## config.mk

```make
export PLATFORM = sky130hd
export DESIGN_NAME = adc_stream_ctrl_flat
export DESIGN_NICKNAME = d
export VERILOG_FILES = /design/src/rtl/adc_stream_ctrl_if.sv /design/src/rtl/adc_stream_ctrl.sv /design/src/flat_wrapper.sv
export SDC_FILE = /design/constraint.sdc
export NUM_CORES = 1
export LEC_CHECK = 0
export BUFFER_PORTS_ARGS = -buffer_cell sky130_fd_sc_hd__buf_2
export CAP_MARGIN = 20
export CORE_MARGIN = 2
export CORE_UTILIZATION = 57
export DETAILED_ROUTE_END_ITERATION = 6
export GPL_TIMING_DRIVEN = 0
export PLACE_DENSITY = 0.8
export SLEW_MARGIN = 20
export SYNTH_ARGS = -nofsm -noshare
export SYNTH_HDL_FRONTEND = slang
export SYNTH_SLANG_ARGS = --single-unit
export TNS_END_PERCENT = 5
```

## constraint.sdc

```tcl
create_clock -name clk -period 4.3 [get_ports clk]
set_input_delay 0.43 -clock clk [delete_from_list [all_inputs] [get_ports clk]]
set_output_delay 0.43 -clock clk [all_outputs]
set_load 0.01 [all_outputs]
```

## src/rtl/adc_stream_ctrl_if.sv

```systemverilog
// Frame-path bundle between the frame packer / push sequencer and the
// ADC stream run controller. The controller side uses the master modport,
// the surrounding environment (packer, FIFO level, sequencer) the slave one.
interface adc_stream_ctrl_if #(
  parameter int unsigned LVL_W = 8
);
  logic             adc_frame_valid;  // packer: frame complete (1-cycle pulse)
  logic [LVL_W-1:0] fifo_free;        // downstream FIFO free word slots
  logic             pusher_busy;      // sequencer is draining a frame
  logic             fwd_frame_valid;  // to sequencer frame_valid (1-cycle pulse)

  modport master (
    input  adc_frame_valid,
    input  fifo_free,
    input  pusher_busy,
    output fwd_frame_valid
  );

  modport slave (
    output adc_frame_valid,
    output fifo_free,
    output pusher_busy,
    input  fwd_frame_valid
  );
endinterface

```

## src/rtl/adc_stream_ctrl.sv

```systemverilog
// ADC stream run controller. Gates completed frames into the push
// sequencer only when a run is active, the sequencer is idle and the FIFO
// can hold a whole frame, so the FIFO never contains a partial frame.
// Also provides start/stop/frame-limit run control and saturating
// accepted/dropped counters with a sticky overrun flag.
module adc_stream_ctrl #(
  parameter int unsigned WORDS_OUT = 9,
  parameter int unsigned LVL_W     = 8,
  parameter int unsigned CNT_W     = 32
) (
  input  logic                 clk,
  input  logic                 rst,
  adc_stream_ctrl_if.master    bus_if,
  input  logic                 i_start,
  input  logic                 i_stop,
  input  logic                 i_clear_counts,
  input  logic [CNT_W-1:0]     i_frame_limit,
  output logic                 o_running,
  output logic                 o_done,
  output logic                 o_overrun,
  output logic                 o_drop_pulse,
  output logic [CNT_W-1:0]     o_frames_accepted,
  output logic [CNT_W-1:0]     o_frames_dropped
);

  // Space check is done at a width that holds both operands zero-extended.
  localparam int unsigned CMP_W = ((LVL_W > 32) ? LVL_W : 32) + 1;
  localparam logic [CMP_W-1:0] C_WORDS_OUT = CMP_W'(WORDS_OUT);
  localparam logic [CNT_W-1:0] C_CNT_ZERO  = {CNT_W{1'b0}};
  localparam logic [CNT_W-1:0] C_CNT_MAX   = {CNT_W{1'b1}};
  localparam logic [CNT_W-1:0] C_CNT_ONE   = {{(CNT_W-1){1'b0}}, 1'b1};

  typedef enum logic [1:0] {
    ST_IDLE  = 2'd0,
    ST_RUN   = 2'd1,
    ST_DRAIN = 2'd2,
    ST_DONE  = 2'd3
  } state_t;

  state_t           r_state;
  logic [CNT_W-1:0] r_limit;
  logic [CNT_W-1:0] r_run_cnt;
  logic             r_fwd;
  logic             r_drop;
  logic             r_running;
  logic             r_done;
  logic             r_overrun;
  logic [CNT_W-1:0] r_acc_cnt;
  logic [CNT_W-1:0] r_drp_cnt;

  logic             w_blocked;
  logic             w_space_ok;
  logic             w_frame_eval;
  logic             w_accept;
  logic             w_drop;
  logic [CNT_W-1:0] w_run_cnt_inc;
  logic             w_limit_hit;

  // Increment that sticks at all-ones instead of wrapping.
  function automatic logic [CNT_W-1:0] sat_inc(input logic [CNT_W-1:0] v);
    if (v == C_CNT_MAX) begin
      return v;
    end else begin
      return v + C_CNT_ONE;
    end
  endfunction

  // Frame decision: the registered forward pulse counts as busy to cover the
  // cycle before the sequencer raises its own busy.
  always_comb begin
    w_blocked     = bus_if.pusher_busy | r_fwd;
    w_space_ok    = (CMP_W'(bus_if.fifo_free) >= C_WORDS_OUT);
    w_frame_eval  = (r_state == ST_RUN) && bus_if.adc_frame_valid;
    w_accept      = w_frame_eval && !w_blocked && w_space_ok;
    w_drop        = w_frame_eval && !w_accept;
    w_run_cnt_inc = sat_inc(r_run_cnt);
    w_limit_hit   = w_accept && (r_limit != C_CNT_ZERO) && (w_run_cnt_inc == r_limit);
  end

  // Run-control FSM with registered pulses and status outputs.
  always_ff @(posedge clk) begin
    if (rst) begin
      r_state   <= ST_IDLE;
      r_limit   <= C_CNT_ZERO;
      r_run_cnt <= C_CNT_ZERO;
      r_fwd     <= 1'b0;
      r_drop    <= 1'b0;
      r_running <= 1'b0;
      r_done    <= 1'b0;
    end else begin
      r_fwd  <= w_accept;
      r_drop <= w_drop;
      case (r_state)
        ST_IDLE, ST_DONE: begin
          // stop in the same cycle overrides start
          if (i_start && !i_stop) begin
            r_state   <= ST_RUN;
            r_limit   <= i_frame_limit;
            r_run_cnt <= C_CNT_ZERO;
            r_running <= 1'b1;
            r_done    <= 1'b0;
          end
        end
        ST_RUN: begin
          if (w_accept) begin
            r_run_cnt <= w_run_cnt_inc;
          end
          if (i_stop || w_limit_hit) begin
            r_state <= ST_DRAIN;
          end
        end
        ST_DRAIN: begin
          // wait out the forwarded pulse and the sequencer's drain
          if (!bus_if.pusher_busy && !r_fwd) begin
            r_state   <= ST_DONE;
            r_running <= 1'b0;
            r_done    <= 1'b1;
          end
        end
        default: begin
          r_state   <= ST_IDLE;
          r_running <= 1'b0;
          r_done    <= 1'b0;
        end
      endcase
    end
  end

  // Cumulative saturating counters and sticky overrun; clear beats any update.
  always_ff @(posedge clk) begin
    if (rst) begin
      r_acc_cnt <= C_CNT_ZERO;
      r_drp_cnt <= C_CNT_ZERO;
      r_overrun <= 1'b0;
    end else if (i_clear_counts) begin
      r_acc_cnt <= C_CNT_ZERO;
      r_drp_cnt <= C_CNT_ZERO;
      r_overrun <= 1'b0;
    end else begin
      if (w_accept) begin
        r_acc_cnt <= sat_inc(r_acc_cnt);
      end
      if (w_drop) begin
        r_drp_cnt <= sat_inc(r_drp_cnt);
        r_overrun <= 1'b1;
      end
    end
  end

  assign bus_if.fwd_frame_valid = r_fwd;
  assign o_drop_pulse           = r_drop;
  assign o_running              = r_running;
  assign o_done                 = r_done;
  assign o_overrun              = r_overrun;
  assign o_frames_accepted      = r_acc_cnt;
  assign o_frames_dropped       = r_drp_cnt;

endmodule

```

## src/flat_wrapper.sv

```systemverilog
// flat-port wrapper written by rule: the top's interface ports become plain ports
module adc_stream_ctrl_flat 
#(
  parameter int unsigned WORDS_OUT = 9,
  parameter int unsigned LVL_W     = 8,
  parameter int unsigned CNT_W     = 32
)
  (clk, rst, i_start, i_stop, i_clear_counts, i_frame_limit, o_running, o_done, o_overrun, o_drop_pulse, o_frames_accepted, o_frames_dropped, bus_if_adc_frame_valid, bus_if_fifo_free, bus_if_pusher_busy, bus_if_fwd_frame_valid);
  adc_stream_ctrl_if #(.LVL_W(LVL_W)) bus_if_i ();
  input  logic clk;
  input  logic rst;
  input  logic i_start;
  input  logic i_stop;
  input  logic i_clear_counts;
  input  logic [CNT_W-1:0] i_frame_limit;
  output logic o_running;
  output logic o_done;
  output logic o_overrun;
  output logic o_drop_pulse;
  output logic [CNT_W-1:0] o_frames_accepted;
  output logic [CNT_W-1:0] o_frames_dropped;
  input wire logic [$bits(bus_if_i.adc_frame_valid)-1:0] bus_if_adc_frame_valid;
  input wire logic [$bits(bus_if_i.fifo_free)-1:0] bus_if_fifo_free;
  input wire logic [$bits(bus_if_i.pusher_busy)-1:0] bus_if_pusher_busy;
  output wire logic [$bits(bus_if_i.fwd_frame_valid)-1:0] bus_if_fwd_frame_valid;
  assign bus_if_i.adc_frame_valid = bus_if_adc_frame_valid;
  assign bus_if_i.fifo_free = bus_if_fifo_free;
  assign bus_if_i.pusher_busy = bus_if_pusher_busy;
  assign bus_if_fwd_frame_valid = bus_if_i.fwd_frame_valid;
  adc_stream_ctrl #(.WORDS_OUT(WORDS_OUT), .LVL_W(LVL_W), .CNT_W(CNT_W)) u_core (.clk(clk), .rst(rst), .bus_if(bus_if_i), .i_start(i_start), .i_stop(i_stop), .i_clear_counts(i_clear_counts), .i_frame_limit(i_frame_limit), .o_running(o_running), .o_done(o_done), .o_overrun(o_overrun), .o_drop_pulse(o_drop_pulse), .o_frames_accepted(o_frames_accepted), .o_frames_dropped(o_frames_dropped));
endmodule
```

==> out/summary.txt, run 1 <==
outcome -> completed
CTS resizes -> 0
PnR worst setup slack -> 0.4577 ns
Mapped Cells -> 972
Final Cycle Share -> 89.36%
CTS tree -> done
Post-CTS Setup Inserts -> 0
worst rel slew slack -> 32.41%
deepest clock path buffer count -> 2
top_reg_cell synth -> dfxtp_1
Total Wirelength -> 23610 um
Die Ht -> 118.3 um
Max Freq -> 260.3 MHz
Tot GR Track Use -> 34.00%
worst slew pin tran -> 1.005 ns
Setup crit end kind -> flop
Slew Viols, Final -> 0
H-tree levels -> 4
Hold Crit Start -> i_frame_limit[8]
unrepaired setup endpoints after global routing -> false
worst path arrival time -> 4.12 ns
Ys Warns -> 0
vias in the first global route -> 7301
Top Ports -> 116
gr ovfl total -> 0
met2 WL -> 10690 um
worst hold slack -> 0.2301 ns
post-route ant nets -> 0
post-synthesis compound-gate area fraction -> 13.54%
routed len/inst -> 18.26 um
Layout fillers -> 1052
top sig layer -> met5
Initial Util -> 58.77%
Die Span X -> 118.3 um
Worst EP required -> 4.58 ns
CTS root buf -> clkbuf_16
share of cells above drive strength 1 -> 15.38%
drt first pass iters -> 5
PD cells -> 434.7 mW/mm2
Synth Area in Simple Gates -> 32.64%
clock sinks -> 135
asr flop ratio synth -> 0%
design area -> 0.008859 mm2
Vias/cell -> 5.944
DIE AREA -> 0.01399 mm2
reg2reg start -> u_core.r_run_cnt[0]
HP Class -> primary input to flop
Final Skew -> 0.009471 ns
largest net degree at the start of global routing -> 17
Leakage -> 3.316 nW
Final Wtd Congestion -> 1.048
Seq/Total Area, Yosys -> 36.29%
P&R area growth vs syn -> 18.95%
WL met1 -> 9625 um
Clock Pin Slew Worst Setup and Hold Paths -> 0.07 ns
number of DRC markers in iteration 0 -> 758
Core Box Area -> 0.01267 mm2
crit path launch type -> flop
Syn Area/Cell -> 7.662 um2
initial antenna violation count -> 3
placed instance count -> 1258
Critical Path Start -> u_core.r_run_cnt[0]
fin cells -> 1293
post-DP HPWL -> 17410 um
Net count, final -> 1158
Post-synth EDFFs -> 0
Residual DRC -> 0
post-synthesis register bit count -> 135
Worst-Skew Late Latency -> 0.43 ns
Post-Syn Nets -> 1025
Fin Setup TNS -> 0 ns
fin crit period -> 3.842 ns
max cap viols -> 0
Post-DP Area -> 0.008234 mm2
CTS Hold Bufs -> 0
total length of routed met3 wires -> 2226 um
global-route wire length before repair -> 37700 um
worst slack, placed -> 0.5976 ns
# setup viols final -> 0
Final Hold Vio Count -> 0
via count -> 7686
critical path type -> flop to flop
synth unique cells -> 63
Adder-Cell Fraction of Synth Area -> 1.008%
Synth Area in XOR/XNOR -> 11.41%
peak supply drop -> 0.2749 mV
synthesized area -> 0.007447 mm2
cell row count -> 41
multiplexer area fraction after synthesis -> 1.075%
TritonCTS buffer count -> 17
main combinational cell family by area after synthesis -> simple AND/OR/NAND/NOR gates
crit path max fanout -> 7
IO Port Bufs -> 114
## stage by stage
step	power (W)	util [%]
after global routing	0.003991	69.85
final	0.003850	69.91
after global placement	0.002302	64.97
after CTS	0.003821	69.81
after detailed placement	0.002309	64.98
after floorplan	0.002000	-
## cell type report
cell class	count	area, um2	area share (%)
diodes	3	7.507	0.08475
inverters	18	67.56	0.7627
clock inverters	13	158.9	1.794
multi-input cells	763	4451	50.24
repair buffers	114	570.5	6.441
flip-flops and latches	135	2703	30.51
clock buffers	19	452.9	5.113
plain buffers	56	232.7	2.627
well taps	172	215.2	2.429
## state kept, by name, indices dropped and copies added, names as in the netlist
signal	count
u_core.o_frames_accepted	32
u_core.o_frames_dropped	32
u_core.r_limit	32
u_core.r_run_cnt	32
u_core.r_state	2
u_core.bus_if.fwd_frame_valid	1
u_core.o_done	1
u_core.o_drop_pulse	1
u_core.o_overrun	1
u_core.o_running	1
## synth_stat cells, drive strengths merged (8+ instances only)
| master | instances | area (um2) |
|---|---|---|
| a21oi | 82 | 410.4 |
| and2 | 15 | 93.84 |
| and3 | 12 | 75.07 |
| and4 | 16 | 140.1 |
| buf | 13 | 71.32 |
| clkbuf | 43 | 161.4 |
| dfxtp | 135 | 2703 |
| inv | 18 | 67.56 |
| mux2i | 8 | 80.08 |
| nand2 | 154 | 578.1 |
| nand3 | 44 | 220.2 |
| nand4 | 37 | 259.0 |
| nor2 | 109 | 409.1 |
| nor2b | 9 | 56.30 |
| nor3 | 25 | 125.1 |
| nor4 | 22 | 158.9 |
| o21ai | 29 | 145.1 |
| or3 | 21 | 136.4 |
| or4 | 9 | 67.56 |
| xnor2 | 46 | 402.9 |
| xor2 | 51 | 446.7 |
## power by group
group	internal (W)	switching, W	leakage (nW)
logic	0.000303	0.000643	1.92
registers	0.00131	0.0000699	1.09
clock network	0.000904	0.000621	0.301
total	0.00252	0.00133	3.32
## layout by cell type, fill, tap and decap left out, types with 6 or more instances in the layout
master,instances
nor4_1,20
nor2_1,109
nand2_1,154
nand2b_1,6
nand3_1,44
and2_1,15
inv_1,18
and4_1,16
o21ai_0,28
clkbuf_16,17
mux2i_1,8
a21boi_0,6
and3_1,12
a21oi_1,82
ha_1,6
or3_1,20
nand4_1,34
nor3_1,25
nor2b_1,9
dfxtp_1,135
clkbuf_1,43
or4_1,9
xnor2_1,46
xor2_1,51
buf_2,126
## worst paths after layout
kind | cells after the start | slack (ns) | endpoint
setup reg to reg | 10 | 0.46 | u_core.r_state[0]
hold reg to reg | 2 | 0.46 | u_core.o_overrun
hold / removal | 3 | 0.23 | u_core.r_limit[8]
setup / recovery | 10 | 0.46 | u_core.r_state[0]
## critical path, cell delays in order (launching register included)
cell       delay, ns
dfxtp_1         0.45
ha_1            0.24
nand2_1         0.18
nor4_1          0.90
nand4_1         0.34
xnor2_1         0.23
a2111o_1        0.39
a2111oi_4       0.40
nand4_2         0.26
a21boi_0        0.24
a311oi_1        0.08
## logic make-up after synthesis
kind of cell | Yosys count
buffers and inverters | 74
AOI/OAI and AO/OA | 164
DFF | 135
and+or+nand+nor | 488
xor gates and xnor gates | 97
adders and majority gates | 6
muxes | 8
## layer usage
| metal | track usage [%] | up-vias |
|---|---|---|
| li1 | - | 3685 |
| met1 | 41.11 | 3541 |
| met2 | 54.80 | 376 |
| met3 | 10.28 | 82 |
| met4 | 16.79 | 2 |
| met5 | 0 | - |
No activity file was read; power rests on OpenSTA's default activity.
==> run 2, diff against run 1 <==
--- a/config.mk
+++ b/config.mk
@@ -8,10 +8,11 @@
 export BUFFER_PORTS_ARGS = -buffer_cell sky130_fd_sc_hd__buf_2
 export CAP_MARGIN = 20
 export CORE_MARGIN = 2
-export CORE_UTILIZATION = 57
+export CORE_UTILIZATION = 45
 export DETAILED_ROUTE_END_ITERATION = 6
 export GPL_TIMING_DRIVEN = 0
-export PLACE_DENSITY = 0.8
+export PLACE_DENSITY = 0.66
+export SKIP_LAST_GASP = 1
 export SLEW_MARGIN = 20
 export SYNTH_ARGS = -nofsm -noshare
 export SYNTH_HDL_FRONTEND = slang
==> out/summary.txt, run 2 (synthesis results as in run 1) <==
outcome -> completed
CP cell instances -> clkbuf_1 > and3_1 > clkbuf_1 > nand4_1 > clkbuf_1 > nor3_1 > buf_2 > mux2i_1 > o2111a_1 > o2111a_1 > nand4_2 > a21boi_0 > a311oi_1
largest net degree at the start of global routing -> 17 (unchanged)
Pwr Total -> 0.003890 W (+1.0%)
worst slew pin tran -> 1.116 ns (+0.1116 ns)
critical path type -> flop to flop
Fin Setup TNS -> 0 ns (unchanged)
PD cells -> 435.6 mW/mm2 (+0.21%)
unrepaired setup endpoints after global routing -> false
max incr delay on CP -> 0.42 ns (-0.48 ns)
IO Port Bufs -> 114 (unchanged)
CTS root buf -> clkbuf_16
Layout fillers -> 1599 (+52%)
number of DRC markers in iteration 0 -> 510 (-33%)
share of cells above drive strength 1 -> 15.38% (unchanged)
Residual DRC -> 0 (unchanged)
Final Hold Vio Count -> 0 (unchanged)
Net count, final -> 1158 (unchanged)
Final Skew -> 0.008871 ns (-0.0006004 ns)
most frequent cells in the layout -> nand2_1, dfxtp_1, buf_2
Die Ht -> 132.6 um (+12%)
CTS tree -> done
Worst EP required -> 4.58 ns (about the same)
initial antenna violation count -> 1 (-2)
Top Ports -> 116 (unchanged)
Slew Viols, Final -> 0 (unchanged)
crit path max fanout -> 10 (+3)
deepest clock path buffer count -> 2 (unchanged)
Final Cycle Share -> 89.04% (-0.32 points)
cell row count -> 47 (+15%)
Critical Path Most Common Cell -> clkbuf_1
critical path's slowest cell -> nor3_1
drt first pass iters -> 5 (unchanged)
HP Class -> primary input to flop
clock sinks -> 135 (unchanged)
Total Wirelength -> 23570 um (-0.19%)
Core Box Area -> 0.01641 mm2 (+29%)
peak supply drop -> 0.3013 mV (+9.6%)
H-tree levels -> 4 (unchanged)
Max Freq -> 261.2 MHz (+0.36%)
worst rel slew slack -> 25.40% (-7.0 points)
Die Span X -> 132.6 um (+12%)
TritonCTS buffer count -> 17 (unchanged)
delay-heaviest family, CP -> buffers and inverters
max cap viols -> 0 (unchanged)
FF/Latch Area -> 0.002703 mm2 (unchanged)
post-route ant nets -> 0 (unchanged)
Worst-Skew Late Latency -> 0.43 ns (about the same)
Initial Util -> 45.39% (-13 points)
placed instance count -> 1306 (+3.8%)
post-DP HPWL -> 17890 um (+2.7%)
crit path buf inv count -> 4 (+4)
Clock Pin Slew Worst Setup and Hold Paths -> 0.07 ns (about the same)
Setup crit end kind -> flop
gr ovfl total -> 0 (unchanged)
CTS Hold Bufs -> 0 (unchanged)
vias in the first global route -> 7026 (-3.8%)
P&R area growth vs syn -> 19.93%
Final Wtd Congestion -> 1.019 (-2.7%)
Tot GR Track Use -> 26.93% (-7.1 points)
via count -> 7496 (-2.5%)
Leakage -> 3.318 nW (about the same)
area of the multi-input gates -> 0.004452 mm2 (about the same)
DIE AREA -> 0.01759 mm2 (+26%)
worst hold slack -> 0.2350 ns (+0.004819 ns)
fin crit period -> 3.829 ns (-0.01374 ns)
CTS resizes -> 0 (unchanged)
global-route wire length before repair -> 37260 um (-1.2%)
Vias/cell -> 5.598 (-5.8%)
commonest non-fill, non-tap cell in the layout -> nand2_1
# setup viols final -> 0 (unchanged)
Post-CTS Setup Inserts -> 0 (unchanged)
fin cells -> 1339 (+3.6%)
worst path arrival time -> 4.11 ns (about the same)
routed len/inst -> 17.60 um (-3.6%)
crit path launch type -> flop
==> run 2: layout make-up <==
type | instances | area share, %
multi-input combinational | 763 | 49.85
sequential | 135 | 30.26
timing repair buffer | 114 | 6.388
clock buffer | 18 | 4.917
tap | 220 | 3.082
buffer | 56 | 2.606
clock inverter | 14 | 2.115
inverter | 18 | 0.7565
antenna | 1 | 0.02802
==> run 2: worst paths after layout <==
path                             start  slack (ns)                  to  cells after the start
hold / removal       i_frame_limit[22]        0.23  u_core.r_limit[22]                      3
hold reg to reg       u_core.o_overrun        0.45    u_core.o_overrun                      2
setup reg to reg  u_core.r_run_cnt[22]        0.47   u_core.r_state[0]                     13
setup / recovery  u_core.r_run_cnt[22]        0.47   u_core.r_state[0]                     13
==> run 2: worst register-to-register path: stages, from the launching register on <==
cell and delay, ns:
dfxtp_1 0.30, clkbuf_1 0.27, and3_1 0.22, clkbuf_1 0.27, nand4_1 0.28, clkbuf_1 0.35, nor3_1 0.42, buf_2 0.34
mux2i_1 0.30, o2111a_1 0.23, o2111a_1 0.20, nand4_2 0.18, a21boi_0 0.23, a311oi_1 0.07
==> run 2: through the flow <==
stage	utilization [%]	setup WS (ns)	area, um2
detailed placement	50.55	0.5444	8294
floorplan	-	1.339	7447
global route	54.42	0.2095	8929
finish	54.43	0.4714	8931
global placement	50.55	0.5719	8293
CTS	54.38	0.4857	8922
==> run 2: where the power goes <==
group / total (W) / switching, W / internal [W]
logic: 0.000947 / 0.000643 / 0.000303
clock network: 0.00157 / 0.000620 / 0.000946
registers: 0.00138 / 0.0000689 / 0.00131
==> run 2: per-layer routing <==
| layer | GRT usage [%] | wire [um] |
|---|---|---|
| met3 | 7.625 | 1992 |
| met2 | 41.74 | 10380 |
| met1 | 34.76 | 10350 |
| met5 | 0 | 17 |
| met4 | 12.43 | 831 |
==> run 3, diff against run 2 <==
--- a/config.mk
+++ b/config.mk
@@ -9,6 +9,7 @@
 export CAP_MARGIN = 20
 export CORE_MARGIN = 2
 export CORE_UTILIZATION = 45
+export CTS_BUF_LIST = sky130_fd_sc_hd__clkbuf_16
 export DETAILED_ROUTE_END_ITERATION = 6
 export GPL_TIMING_DRIVEN = 0
 export PLACE_DENSITY = 0.66
==> out/summary.txt, run 3 (synthesis results as in run 1) <==
routed len/inst -> 17.60 um (about the same)
outcome -> completed
worst slew pin tran -> 1.116 ns (+0.0001231 ns)
PD cells -> 434.2 mW/mm2 (-0.30%)
crit path buf inv count -> 4 (unchanged)
CTS Hold Bufs -> 0 (unchanged)
TritonCTS buffer count -> 17 (unchanged)
clock sinks -> 135 (unchanged)
Worst EP required -> 4.58 ns (about the same)
CTS tree -> done
Residual DRC -> 0 (unchanged)
Worst-Skew Late Latency -> 0.43 ns (about the same)
crit path max fanout -> 10 (unchanged)
Final Cycle Share -> 89.48% (+0.44 points)
post-route ant nets -> 0 (unchanged)
Final Wtd Congestion -> 1.019 (unchanged)
Hold Crit Start -> i_frame_limit[22]
gr ovfl total -> 0 (unchanged)
delay-heaviest family, CP -> buffers and inverters
drt first pass iters -> 6 (+1)
fin crit period -> 3.847 ns (+0.01886 ns)
deepest clock path buffer count -> 2 (unchanged)
Total Wirelength -> 23570 um (about the same)
vias in the first global route -> 7023 (-0.043%)
Hold EP -> u_core.r_limit[22]
DIE AREA -> 0.01759 mm2 (unchanged)
most frequent cells in the layout -> nand2_1, dfxtp_1, buf_2
unrepaired setup endpoints after global routing -> false
CTS resizes -> 0 (unchanged)
Core Box Area -> 0.01641 mm2 (unchanged)
Max Freq -> 259.9 MHz (-0.49%)
reg2reg path depth -> 13 (unchanged)
worst path arrival time -> 4.13 ns (+0.02 ns)
Net count, final -> 1158 (unchanged)
P&R area growth vs syn -> 19.79%
# setup viols final -> 0 (unchanged)
Top Ports -> 116 (unchanged)
reg2reg start -> u_core.r_run_cnt[22]
global-route wire length before repair -> 37240 um (about the same)
via count -> 7513 (+0.23%)
max incr delay on CP -> 0.43 ns (about the same)
IO Port Bufs -> 114 (unchanged)
worst rel slew slack -> 25.39% (about the same)
reg-to-reg critical path endpoint -> u_core.r_state[0]
Leakage -> 3.312 nW (-0.17%)
Final Skew -> 0.009468 ns (+0.0005973 ns)
Final Hold Vio Count -> 0 (unchanged)
commonest non-fill, non-tap cell in the layout -> nand2_1
number of DRC markers in iteration 0 -> 470 (-7.8%)
H-tree levels -> 4 (unchanged)
initial antenna violation count -> 1 (unchanged)
Die Span X -> 132.6 um (unchanged)
Critical Path Most Common Cell -> clkbuf_1
WHS Path Cells -> 3 (unchanged)
Vias/cell -> 5.611 (+0.23%)
CP cell instances -> clkbuf_1 > and3_1 > clkbuf_1 > nand4_1 > clkbuf_1 > nor3_1 > buf_2 > mux2i_1 > o2111a_1 > o2111a_1 > nand4_2 > a21boi_0 > a311oi_1
HP Class -> primary input to flop
post-DP HPWL -> 17890 um (unchanged)
FF-to-FF setup slack -> 0.45 ns (-0.02 ns)
critical path's slowest cell -> nor3_1
largest net degree at the start of global routing -> 17 (unchanged)
post-route core utilization -> 54.37% (-0.061 points)
fin cells -> 1339 (unchanged)
CTS root buf -> clkbuf_16
Fin Setup TNS -> 0 ns (unchanged)
share of cells above drive strength 1 -> 15.30% (-0.089 points)
crit path launch type -> flop
critical path type -> flop to flop
Die Ht -> 132.6 um (unchanged)
Initial Util -> 45.39% (unchanged)
placed instance count -> 1306 (unchanged)
Setup crit end kind -> flop
Post-CTS Setup Inserts -> 0 (unchanged)
max cap viols -> 0 (unchanged)
Slew Viols, Final -> 0 (unchanged)
Clock Pin Slew Worst Setup and Hold Paths -> 0.06 ns (about the same)
cell row count -> 47 (unchanged)
peak supply drop -> 0.2994 mV (-0.66%)
Tot GR Track Use -> 26.92% (about the same)
[run 3: cell type report]
| class | count | area, um2 |
|---|---|---|
| tap | 220 | 275.3 |
| clock buffer | 17 | 425.4 |
| timing repair buffer | 114 | 570.5 |
| multi-input combinational | 763 | 4452 |
| clock inverter | 15 | 192.7 |
| buffer | 56 | 232.7 |
| inverter | 18 | 67.56 |
| sequential | 135 | 2703 |
| fill | 1602 | 7486 |
| antenna | 1 | 2.502 |
[run 3: where the power goes]
group          leakage (nW)  switching (W)  internal, W
sequential             1.09      0.0000687      0.00131
clock                 0.297       0.000618     0.000928
combinational          1.92       0.000647     0.000303
total                  3.31        0.00133      0.00254
[run 3: how the worst max path moves through the flow]
stage	start	end	slack (ns)	cells past startpoint
6_report	u_core.r_run_cnt[22]	u_core.r_state[0]	0.45	13
2_1_floorplan	u_core.r_run_cnt[0]	u_core.r_state[0]	1.34	10
3_5_place_dp	u_core.r_run_cnt[0]	u_core.r_state[0]	0.54	10
3_3_place_gp	u_core.r_run_cnt[0]	u_core.r_state[0]	0.57	10
5_1_grt	u_core.r_run_cnt[22]	u_core.r_state[0]	0.21	13
4_1_cts	u_core.r_run_cnt[0]	u_core.r_state[0]	0.49	10
[run 3: stage by stage]
step	hold slack [ns]	power [W]	cell area, um2	setup slack [ns]
6_report	0.2373	0.003874	8921	0.4526
5_1_grt	0.2394	0.004032	8919	0.2095
4_1_cts	0.2230	0.003879	8912	0.4857
3_5_place_dp	0.4339	0.002333	8294	0.5444
3_3_place_gp	0.4339	0.002328	8293	0.5719
2_1_floorplan	0.4607	0.002000	7447	1.339
[run 3: tightest hold or removal path, cell delays in order]
cell and delay (ns):
buf_2 0.10, nand2_1 0.04, a21oi_1 0.05
[run 3: metal layers]
layer / track usage, % / part of all wire (%) / vias up
met5: 0 / 0.072 / -
met4: 12.43 / 3.4 / 2
met3: 7.625 / 8.4 / 57
met2: 41.71 / 44 / 290
met1: 34.77 / 44 / 3482
li1: - / - / 3682
